==> config.mk <==
export PLATFORM = sky130hd
export DESIGN_NAME = instr_register_arbiter
export DESIGN_NICKNAME = d
export VERILOG_FILES = /design/src/rtl/instr_register_pkg.sv /design/src/rtl/instr_register_rr_arb.sv /design/src/rtl/instr_register_arbiter.sv
export SDC_FILE = /design/constraint.sdc
export NUM_CORES = 1
export LEC_CHECK = 0
export BUFFER_PORTS_ARGS = -buffer_cell sky130_fd_sc_hd__buf_2
export CAP_MARGIN = 40
export CORE_MARGIN = 4
export CORE_UTILIZATION = 45
export DETAILED_ROUTE_END_ITERATION = 10
export PLACE_DENSITY = 0.8
export SLEW_MARGIN = 20
export SYNTH_ARGS = -nofsm -noshare
export SYNTH_HDL_FRONTEND = slang
export SYNTH_HIERARCHICAL = 1
export SYNTH_SLANG_ARGS = --single-unit
==> constraint.sdc <==
create_clock -name clk -period 4.1 [get_ports clk]
set_clock_uncertainty 0.15 [all_clocks]
set_input_delay 0.205 -clock clk [delete_from_list [all_inputs] [get_ports clk]]
set_output_delay 0.205 -clock clk [all_outputs]
set_load 0.01 [all_outputs]
==> src/rtl/instr_register_pkg.sv <==
// Shared types for the instruction register and its write-side arbiter.
// INSTR_REG_DEPTH must equal 2**$bits(address_t).
package instr_register_pkg;

    typedef enum logic [3:0] {
        ZERO,
        PASSA,
        PASSB,
        ADD,
        SUB,
        MULT,
        DIV,
        MOD
    } opcode_t;

    typedef logic signed [31:0] operand_t;
    typedef logic [4:0]         address_t;

    localparam int unsigned INSTR_REG_DEPTH = 32;

endpackage

==> src/rtl/instr_register_rr_arb.sv <==
// Two-way round-robin arbiter.
// On a tie it grants the requester that was not accepted most recently.
module instr_register_rr_arb (
    input  logic       clk,
    input  logic       reset_n,
    input  logic [1:0] valid,
    input  logic       grant_en,
    input  logic       accept,
    output logic [1:0] grant
);

    logic       last_grant;
    logic [1:0] pick;

    always_comb begin
        pick = valid;
        if (valid == 2'b11) begin
            pick = last_grant ? 2'b01 : 2'b10;
        end
        grant = grant_en ? pick : 2'b00;
    end

    // Resetting to 1 lets req0 win the first tie.
    always_ff @(posedge clk or negedge reset_n) begin
        if (!reset_n) begin
            last_grant <= 1'b1;
        end else if (accept) begin
            last_grant <= grant[1];
        end
    end

endmodule

==> src/rtl/instr_register_arbiter.sv <==
// Write-side arbiter and read-side sequencer for the instruction register:
// round-robin accepts into a circular write pointer, FIFO pops via read pointer.
module instr_register_arbiter
    import instr_register_pkg::*;
#(
    parameter int unsigned DEPTH = INSTR_REG_DEPTH
) (
    input  logic                     clk,
    input  logic                     reset_n,
    input  logic                     req0_valid,
    output logic                     req0_ready,
    input  opcode_t                  req0_opcode,
    input  operand_t                 req0_operand_a,
    input  operand_t                 req0_operand_b,
    input  logic                     req1_valid,
    output logic                     req1_ready,
    input  opcode_t                  req1_opcode,
    input  operand_t                 req1_operand_a,
    input  operand_t                 req1_operand_b,
    output logic                     load_en,
    output operand_t                 operand_a,
    output operand_t                 operand_b,
    output opcode_t                  opcode,
    output address_t                 write_pointer,
    output address_t                 read_pointer,
    output logic                     rd_valid,
    input  logic                     rd_ready,
    output logic [$clog2(DEPTH):0]   count,
    output logic                     full,
    output logic                     empty
);

    localparam int unsigned         CNT_W   = $clog2(DEPTH) + 1;
    localparam logic [CNT_W-1:0]    DEPTH_C = CNT_W'(DEPTH);

    address_t         head;
    address_t         tail;
    logic [CNT_W-1:0] occupied;
    logic             space;
    logic             push;
    logic             pop;
    logic [1:0]       grant;

    instr_register_rr_arb u_arb (
        .clk      (clk),
        .reset_n  (reset_n),
        .valid    ({req1_valid, req0_valid}),
        .grant_en (space),
        .accept   (push),
        .grant    (grant)
    );

    // The write still in flight on load_en already claims its slot.
    assign occupied   = count + CNT_W'(load_en);
    assign space      = occupied < DEPTH_C;
    assign req0_ready = grant[0];
    assign req1_ready = grant[1];
    assign push       = (req0_valid & req0_ready) | (req1_valid & req1_ready);

    assign rd_valid     = count != '0;
    assign pop          = rd_valid & rd_ready;
    assign read_pointer = head;
    assign empty        = count == '0;
    assign full         = count == DEPTH_C;

    always_ff @(posedge clk or negedge reset_n) begin
        if (!reset_n) begin
            load_en       <= 1'b0;
            opcode        <= ZERO;
            operand_a     <= '0;
            operand_b     <= '0;
            write_pointer <= '0;
            tail          <= '0;
            head          <= '0;
            count         <= '0;
        end else begin
            load_en <= push;
            if (push) begin
                opcode        <= grant[1] ? req1_opcode    : req0_opcode;
                operand_a     <= grant[1] ? req1_operand_a : req0_operand_a;
                operand_b     <= grant[1] ? req1_operand_b : req0_operand_b;
                write_pointer <= tail;
                tail          <= tail + 1'b1;
            end
            if (pop) begin
                head <= head + 1'b1;
            end
            case ({load_en, pop})
                2'b10:   count <= count + 1'b1;
                2'b01:   count <= count - 1'b1;
                default: count <= count;
            endcase
        end
    end

endmodule

**Yosys cells after proc, flatten, opt, wreduce, memory -nomap -nowiden**

Cells that the tools add are included.

- Bitwise logic cells: 4
- Mux-type cells: 7
- Equality and inequality tests: 4
- $add $sub $neg: 5
- Reductions and logical operators: 3
- $lt $le $gt $ge: 1

Operator list:

| cell | count |
|---|---|
| 32-bit two-way mux | 2 |
| 6-bit case mux with 2 select lines | 1 |
| 5-bit by 1-bit adder with 5-bit output, second input constant | 2 |
| 6-bit by 1-bit adder with 6-bit output | 1 |
| 6-bit by 1-bit adder with 6-bit output, second input constant | 1 |
| 6-bit == test, second input constant | 1 |
| 6-bit zero test | 1 |
| 6-bit less-than comparator, second input constant | 1 |
| 2-bit two-way mux | 3 |
| 6-bit nonzero test | 1 |
| 6-bit by 1-bit subtractor with 6-bit output, second input constant | 1 |
| 2-bit == test, second input constant | 2 |
| 4-bit two-way mux | 1 |
| 1-bit bitwise AND | 3 |
| 2-bit by 1-bit == test with 1-bit output, second input constant | 1 |
| 2-bit nonzero test | 1 |
| 1-bit bitwise OR | 1 |

- Register bits after elaboration: 91
- Output and inout port bits: 90
- Bits of input ports: 141

**Depth between registers and ports, before layout**

Gate-level depths: netlist (run 1).

- Depth in word-level cells: 5
- Mapped depth: 11
- Depth with buffers taken out: 11

**Cells and area by module**

Netlist (run 1), hierarchy kept.

By module, submodules not included:

| module | cells each | area each (um^2) | times used |
|---|---|---|---|
| instr_register_arbiter | 407 | 4227.8 | 1 |
| instr_register_rr_arb | 8 | 66.3 | 1 |

**Worst setup path after synthesis (run 1)**

No wires, ideal clock.

- Path type: register to register
- From: register count[0]
- To: register count[5]
- Arrival: 2.900 ns
- Stages on the path, launching flop included: 11
- Path buffers: 0
- Period minus slack after synthesis: 3.175 ns
- Setup slack: 0.925 ns
- Cells stage by stage: dfrtp_1 or4_4 or3_4 nand2_4 inv_1 ha_1 ha_1 a211oi_1 nor2_1 a21bo_2 a2111oi_0

- Cells in the longest elaborated chain, start to end: 4

RTL lines:

| item | RTL line | RTL |
|---|---|---|
| from (decl) | instr_register_arbiter.sv:28 | `output logic [$clog2(DEPTH):0] count,` |
| from (signal assigned) | instr_register_arbiter.sv:89 | `2'b10: count <= count + 1'b1;` |
| from (signal assigned) | instr_register_arbiter.sv:90 | `2'b01: count <= count - 1'b1;` |
| from (signal assigned) | instr_register_arbiter.sv:91 | `default: count <= count;` |
| 6-bit nonzero test * | instr_register_arbiter.sv:60 | `assign rd_valid = count != '0;` |
| named net rd_valid | instr_register_arbiter.sv:26 | `output logic rd_valid,` |
| 1-bit bitwise AND * | instr_register_arbiter.sv:61 | `assign pop = rd_valid & rd_ready;` |
| 2-bit by 1-bit == test with 1-bit output / 2-bit == test (equally long branches) | instr_register_arbiter.sv:88 | `case ({load_en, pop})` |
| 6-bit case mux with 2 select lines / 2-bit nonzero test (equally long branches) | - |  |

Mark *: on every way through the listed nets, which the timed path passes. The rest lies on a longest branch.
A chain may end at the register's enable or synchronous reset.

**Worst setup path after layout (run 1)**

- From: register count[0]
- To: register count[5]

- Cells in the longest elaborated chain, start to end: 4

RTL lines:

| item |
|---|
| parallel branches: the longest is 4 deep, another holds 6-bit by 1-bit subtractor with 6-bit output |

Parallel ways; which one is timed is not known.

==> metrics.csv, run 1 <==
metric,value,unit
start_util,46.25,%
drt-total-wl,12.95,mm
fp.dieH,105.7,um
vias,4180,
overflow,0,
min_path_type,in -> reg,
cp.required,4.17,ns
drive_gt1_share,36.26,%
period_minus_slack,3.415,ns
critPathMaxFanout,8,
p_leak,3.343,nW
clock-root-buffer,clkbuf_8,
max_clock_freq,292.8,MHz
setup_slack,0.6850,ns
portBuffers,230,
antenna_left,0,
grt_pass1_vias,4359,
yosysWarnings,6,
async_reset_ff_share,100.0,%
layout.nets,861,
slew_headroom,60.54,%
drv_cap,0,
hpwl,8.697,mm
track_usage,23.27,%
fillers,707,
crit_chain,or4_4 > or3_4 > nand2_4 > inv_1 > ha_1 > ha_1 > a211oi_1 > nor2_1 > a21bo_2 > a2111oi_0,
status,"complete, but fails checks",
synthFlopType,dfrtp_1,
cp-end-kind,flop,
routedWlPerCell,15.31,um
postCtsResizedCells,0,
start_kind,flop,
setup_viol,0,
synthMostInstantiatedCell,nand2_1,
hold_slack,-0.004259,ns
drtIter0Drc,169,
finalWeightedCongestion,0.8253,
synth_area,4294,um2
cts_setup_buffers,0,
clk_path_buf_depth,2,
path_clk_slew,0.10,ns
cp_slowest_cell,or4_4,
ys_ff_latch,91,
cp.arrival,3.49,ns
synth_edf_count,0,
synth_cell_types,39,
multi_input_area,1887,um2
tightest_slew,0.5919,ns
cts_tree,built,
cts-htree-levels,3,
seq_area,2278,um2
synth.avg_cell_area,10.35,um2
preCtsSetupSlack,0.7250,ns
die_x,105.7,um
core-area,9284,um2
rsz0062_at_grt,false,
grt_pass1_wl,21.00,mm
die-area,11170,um2
synth_top_area_cell,dfrtp_1,
clkLatencyLatePin,0.35,ns
grt_max_degree,144,
synthTopCellsByArea,"dfrtp_1 52%, mux2i_1 16%, o21ai_0 8.4%",
timing.critical_path.slowest_cell_delay,0.54,ns
diodes,0,
powerDensity,631.9,nW/um2
syn_to_final_growth,51.98,%
hold_viol_final,1,
setup_tns,0,ns
num_rows,35,
synth_nets,564,
worst-setup-path-type,reg -> reg,
synth_commonest_cells,"92 x nand2_1, 90 x dfrtp_1, 72 x o21ai_0",
fin_crit_sh,83.29,%
via_per_inst,4.941,
cts_sinks,91,
antenna_found_initial,0,
drv_slew,0,
first_pass_iters,4,
ir_worst_vdd,0.0002807,V
numCtsBuffers,9,
drc_errors,0,
crit_path_frequent_cell,ha_1,
postSynthCellCount,415,
ios,231,
synth_top_area_share,52.45,%
violations,hold timing,
yosysSeqAreaShare,53.06,%
-- repair_timing --
action	in CTS	in global routing
hold buffers	75	1
setup endpoints to repair	0	0
hold endpoints to repair	86	1
-- worst max-delay path, delay by kind of cell, from the launching register on --
kind | cells | cell delay [ns]
and+or+nand+nor | 4 | 1.15
AOI/OAI and AO/OA | 3 | 0.88
adders and majority gates | 2 | 0.61
DFF | 1 | 0.47
buffers and inverters | 1 | 0.05
-- area by class of cell --
type | instances | share of cell area, %
multi-input combinational | 290 | 28.91
timing repair buffer | 310 | 30.29
sequential | 91 | 34.91
clock inverter | 6 | 0.7285
clock buffer | 10 | 2.109
inverter | 10 | 0.5752
tap | 129 | 2.473
-- cells by family (layout without fill, tap and decap cells) --
family | Yosys count | in the layout | synth area share [%]
AO/OA/AOI/OAI | 86 | 86 | 10.99
flip-flops | 91 | 91 | 53.06
XOR/XNOR | 12 | 12 | 2.448
adder cells (fa/ha/maj) | 8 | 8 | 2.506
AND/OR/NAND/NOR | 114 | 114 | 11.48
buffers and inverters | 34 | 336 | 3.088
multiplexers | 70 | 70 | 16.43
-- power breakdown --
part	total, mW	switching [mW]	internal (mW)	leakage (nW)
clock network	0.575	0.333	0.243	0.0933
logic	1.95	1.06	0.891	2.12
registers	1.60	0.273	1.33	1.13
total	4.12	1.66	2.46	3.34
-- placed cells by master, fill, tap and decap left out, types with 2 or more instances in the layout --
master         instances
o21ai_0               72
nor3_1                 2
nor2b_1                4
nand4_1                5
a21oi_1                3
clkinv_4               2
nor2_1                 3
buf_4                  3
nand2_1               92
dfrtp_1               90
buf_2                229
inv_1                  8
ha_1                   7
dlygate4sd3_1         76
inv_6                  2
nor3b_1                2
mux2i_1               69
xnor2_1                8
clkbuf_8              10
xor2_1                 4
-- worst paths after layout --
check | startpoint | end | slack (ns) | cells after the start
max in group asynchronous | reset_n | operand_a[23] | 2.91 | 3
worst min register to register | write_pointer[1] | write_pointer[1] | 0.32 | 2
worst max register to register | count[0] | count[5] | 0.69 | 10
worst max-delay path | count[0] | count[5] | 0.69 | 10
min in group asynchronous | reset_n | operand_b[11] | 0.24 | 2
worst min-delay path | req0_operand_b[3] | operand_b[3] | -0.004 | 3
-- flip-flops by register name, indices dropped and copies added, names as in the netlist --
name / count
load_en: 1
count: 6
operand_b: 32
u_arb/last_grant: 1
opcode: 4
operand_a: 32
read_pointer: 5
tail: 5
write_pointer: 5
-- through the flow --
stage               power (mW)  instances  cell area, um2  util, %
global route             4.450        846            6526    70.30
global placement         3.347        753            5553    59.81
finish                   4.124        846            6526    70.30
floorplan                2.681        415            4294        -
detailed placement       3.434        754            5580    60.11
CTS                      4.132        845            6516    70.19
-- per-layer routing --
metal  vias to the layer above  track usage (%)  wire [um]
met5                         -                0          0
met4                         0            8.233        291
met3                        27            6.675       1008
met2                       185            41.44       6711
met1                      1947            26.57       4943
li1                       2021                -          -
No activity file was read; power rests on OpenSTA's default activity.
==> run 2: changes to the inputs <==
CORE_UTILIZATION = 41   (was 45)
PLACE_DENSITY = 0.77   (was 0.8)
clock period = 3.1 ns   (was 4.1 ns; I/O delays follow)
==> run 2 against run 1 <==
  * The run now ends clean
  * First-iteration DRC count grew 39%
  * Power grew 51%
  * Combinational power grew 56%
  * Clock power grew 86%
  * Non-clock buffer count grew 76
  * Via count grew 8.7%
  * Routed wire length grew 15%
  * Flip-flop and latch count is the same
  * Register-to-register slack lost 0.55 ns
  * Largest cell class is now non-clock buffers
==> metrics.csv, run 2 (synthesis results as in run 1) <==
metric,value,unit,change
cp.required,3.21,ns,-0.96 ns
fin_crit_sh,95.75,%,+12 points
drive_gt1_share,36.44,%,+0.18 points
first_pass_iters,7,,+3
grt_max_degree,83,,-42%
layout.nets,937,,+8.8%
min_path_type,in -> async,,
track_usage,23.88,%,+0.61 points
drc_errors,0,,unchanged
p_switching,2.348,mW,+41%
portBuffers,230,,unchanged
clkPwrFrac,17.1,%,+3.2 points
ir_worst_vdd,0.0004100,V,+46%
p_leak,3.724,nW,+11%
routedWlPerCell,16.04,um,+4.7%
drv_slew,0,,unchanged
hold_viol_final,0,,-1
p_sw_share,37.71,%,-2.7 points
rsz0062_at_grt,true,,
num_rows,37,,+5.7%
setup_slack,0.1318,ns,-0.5532 ns
setup_viol,0,,unchanged
tightest_slew,0.4949,ns,-0.09704 ns
clkLatencyLatePin,0.35,ns,about the same
vias,4544,,+8.7%
clock-root-buffer,clkbuf_8,,
max_clock_freq,336.9,MHz,+15%
overflow,0,,unchanged
via_per_inst,4.891,,-1.0%
diodes,0,,unchanged
cp-end-kind,flop,,
final_cell_mix,"229 x buf_2, 132 x dlygate4sd3_1, 92 x nand2_1",,
final_common_cell,buf_2,,
cp.arrival,3.08,ns,-0.41 ns
syn_to_final_growth,73.19,%,
finalWeightedCongestion,0.8060,,-2.3%
worst-setup-path-type,reg -> reg,,
drt-total-wl,14.90,mm,+15%
period_minus_slack,2.968,ns,-0.4468 ns
die-area,12170,um2,+9.0%
drv_cap,0,,unchanged
core-area,10280,um2,+11%
cts_tree,built,,
grt_pass1_wl,22.56,mm,+7.5%
cts-htree-levels,3,,unchanged
fp.dieH,110.3,um,+4.4%
antenna_found_initial,0,,unchanged
pwr-share-comb,49.0,%,+1.7 points
clk_path_buf_depth,2,,unchanged
antenna_left,0,,unchanged
critPathMaxFanout,8,,unchanged
start_util,41.78,%,-4.5 points
seqPwrFrac,33.9,%,-4.9 points
cts_sinks,91,,unchanged
status,completed,,
reg_top3,"operand_a (32), operand_b (32), count (6)",,
grt_pass1_vias,4671,,+7.2%
slew_headroom,67.01,%,+6.5 points
path_clk_slew,0.09,ns,about the same
setup_tns,0,ns,unchanged
start_kind,flop,,
ios,231,,unchanged
preCtsSetupSlack,-0.05908,ns,-0.7840 ns
powerDensity,837.2,nW/um2,+32%
hpwl,8.694,mm,about the same
rr_worst_depth,10,,unchanged
drtIter0Drc,235,,+39%
numCtsBuffers,9,,unchanged
p_int,3.879,mW,+58%
die_x,110.3,um,+4.4%
==> run 2: per-layer routing <==
layer  track usage (%)  wire (um)  up-vias
met1             26.49       5386     2162
met3             5.824       1108       25
met4             6.948        293        0
met2             44.97       8112      187
li1                  -          -     2170
met5                 0          0        -
==> run 2: cell type report <==
class,count,area [um2]
multi-input combinational,290,1967
fill,724,2840
sequential,91,2278
clock inverter,7,147.6
clock buffer,9,123.9
tap,136,170.2
inverter,10,37.54
timing repair buffer,386,2713
==> run 2: path summary, 6_finish.rpt <==
path	start	to	slack [ns]
setup reg to reg	count[3]	count[5]	0.13
hold / removal	reset_n	count[0]	0.005
min in group clk	req1_operand_b[22]	operand_b[22]	0.01
max in group asynchronous	reset_n	operand_b[31]	2.03
hold reg to reg	write_pointer[4]	write_pointer[4]	0.32
setup / recovery	count[3]	count[5]	0.13
==> run 2: what timing repair did <==
action / 4_1_cts / 5_1_grt
gates resized for setup: 5 / 4
hold buffers: 132 / 0
pin swaps: 0 / 10
buffers inserted: 0 / 11
endpoints found under the setup margin: 1 / 20
endpoints found under the hold margin: 132 / 0
==> run 2: per-stage QoR <==
step	utilization, %	cell area, um2	cells	hold WS, ns	total power [mW]
after floorplan	-	4314	415	-0.2906	3.570
after global placement	55.21	5674	769	0.1607	4.524
after detailed placement	55.21	5674	769	0.1656	4.648
after CTS	71.03	7300	917	0.001497	6.075
after global routing	72.36	7437	929	0.01163	6.672
final	72.36	7437	929	0.005299	6.226
==> run 2: power groups by stage <==
| stage | clock network, mW | logic, mW | registers [mW] |
|---|---|---|---|
| detailed placement | 0 | 2.53 | 2.12 |
| CTS | 1.09 | 2.88 | 2.10 |
| floorplan | 0 | 1.21 | 2.36 |
| finish | 1.07 | 3.05 | 2.11 |
| global placement | 0 | 2.44 | 2.09 |
| global route | 1.13 | 3.36 | 2.18 |
==> run 2: worst max-delay path, cell delays in order (launching register included) <==
cell and delay (ns):
dfrtp_1 0.39, or4_4 0.54, or3_4 0.40, nand2_4 0.07, inv_2 0.04, ha_4 0.20
ha_4 0.30, o211ai_1 0.13, nor2_2 0.17, o21ai_0 0.16, a2111oi_4 0.32
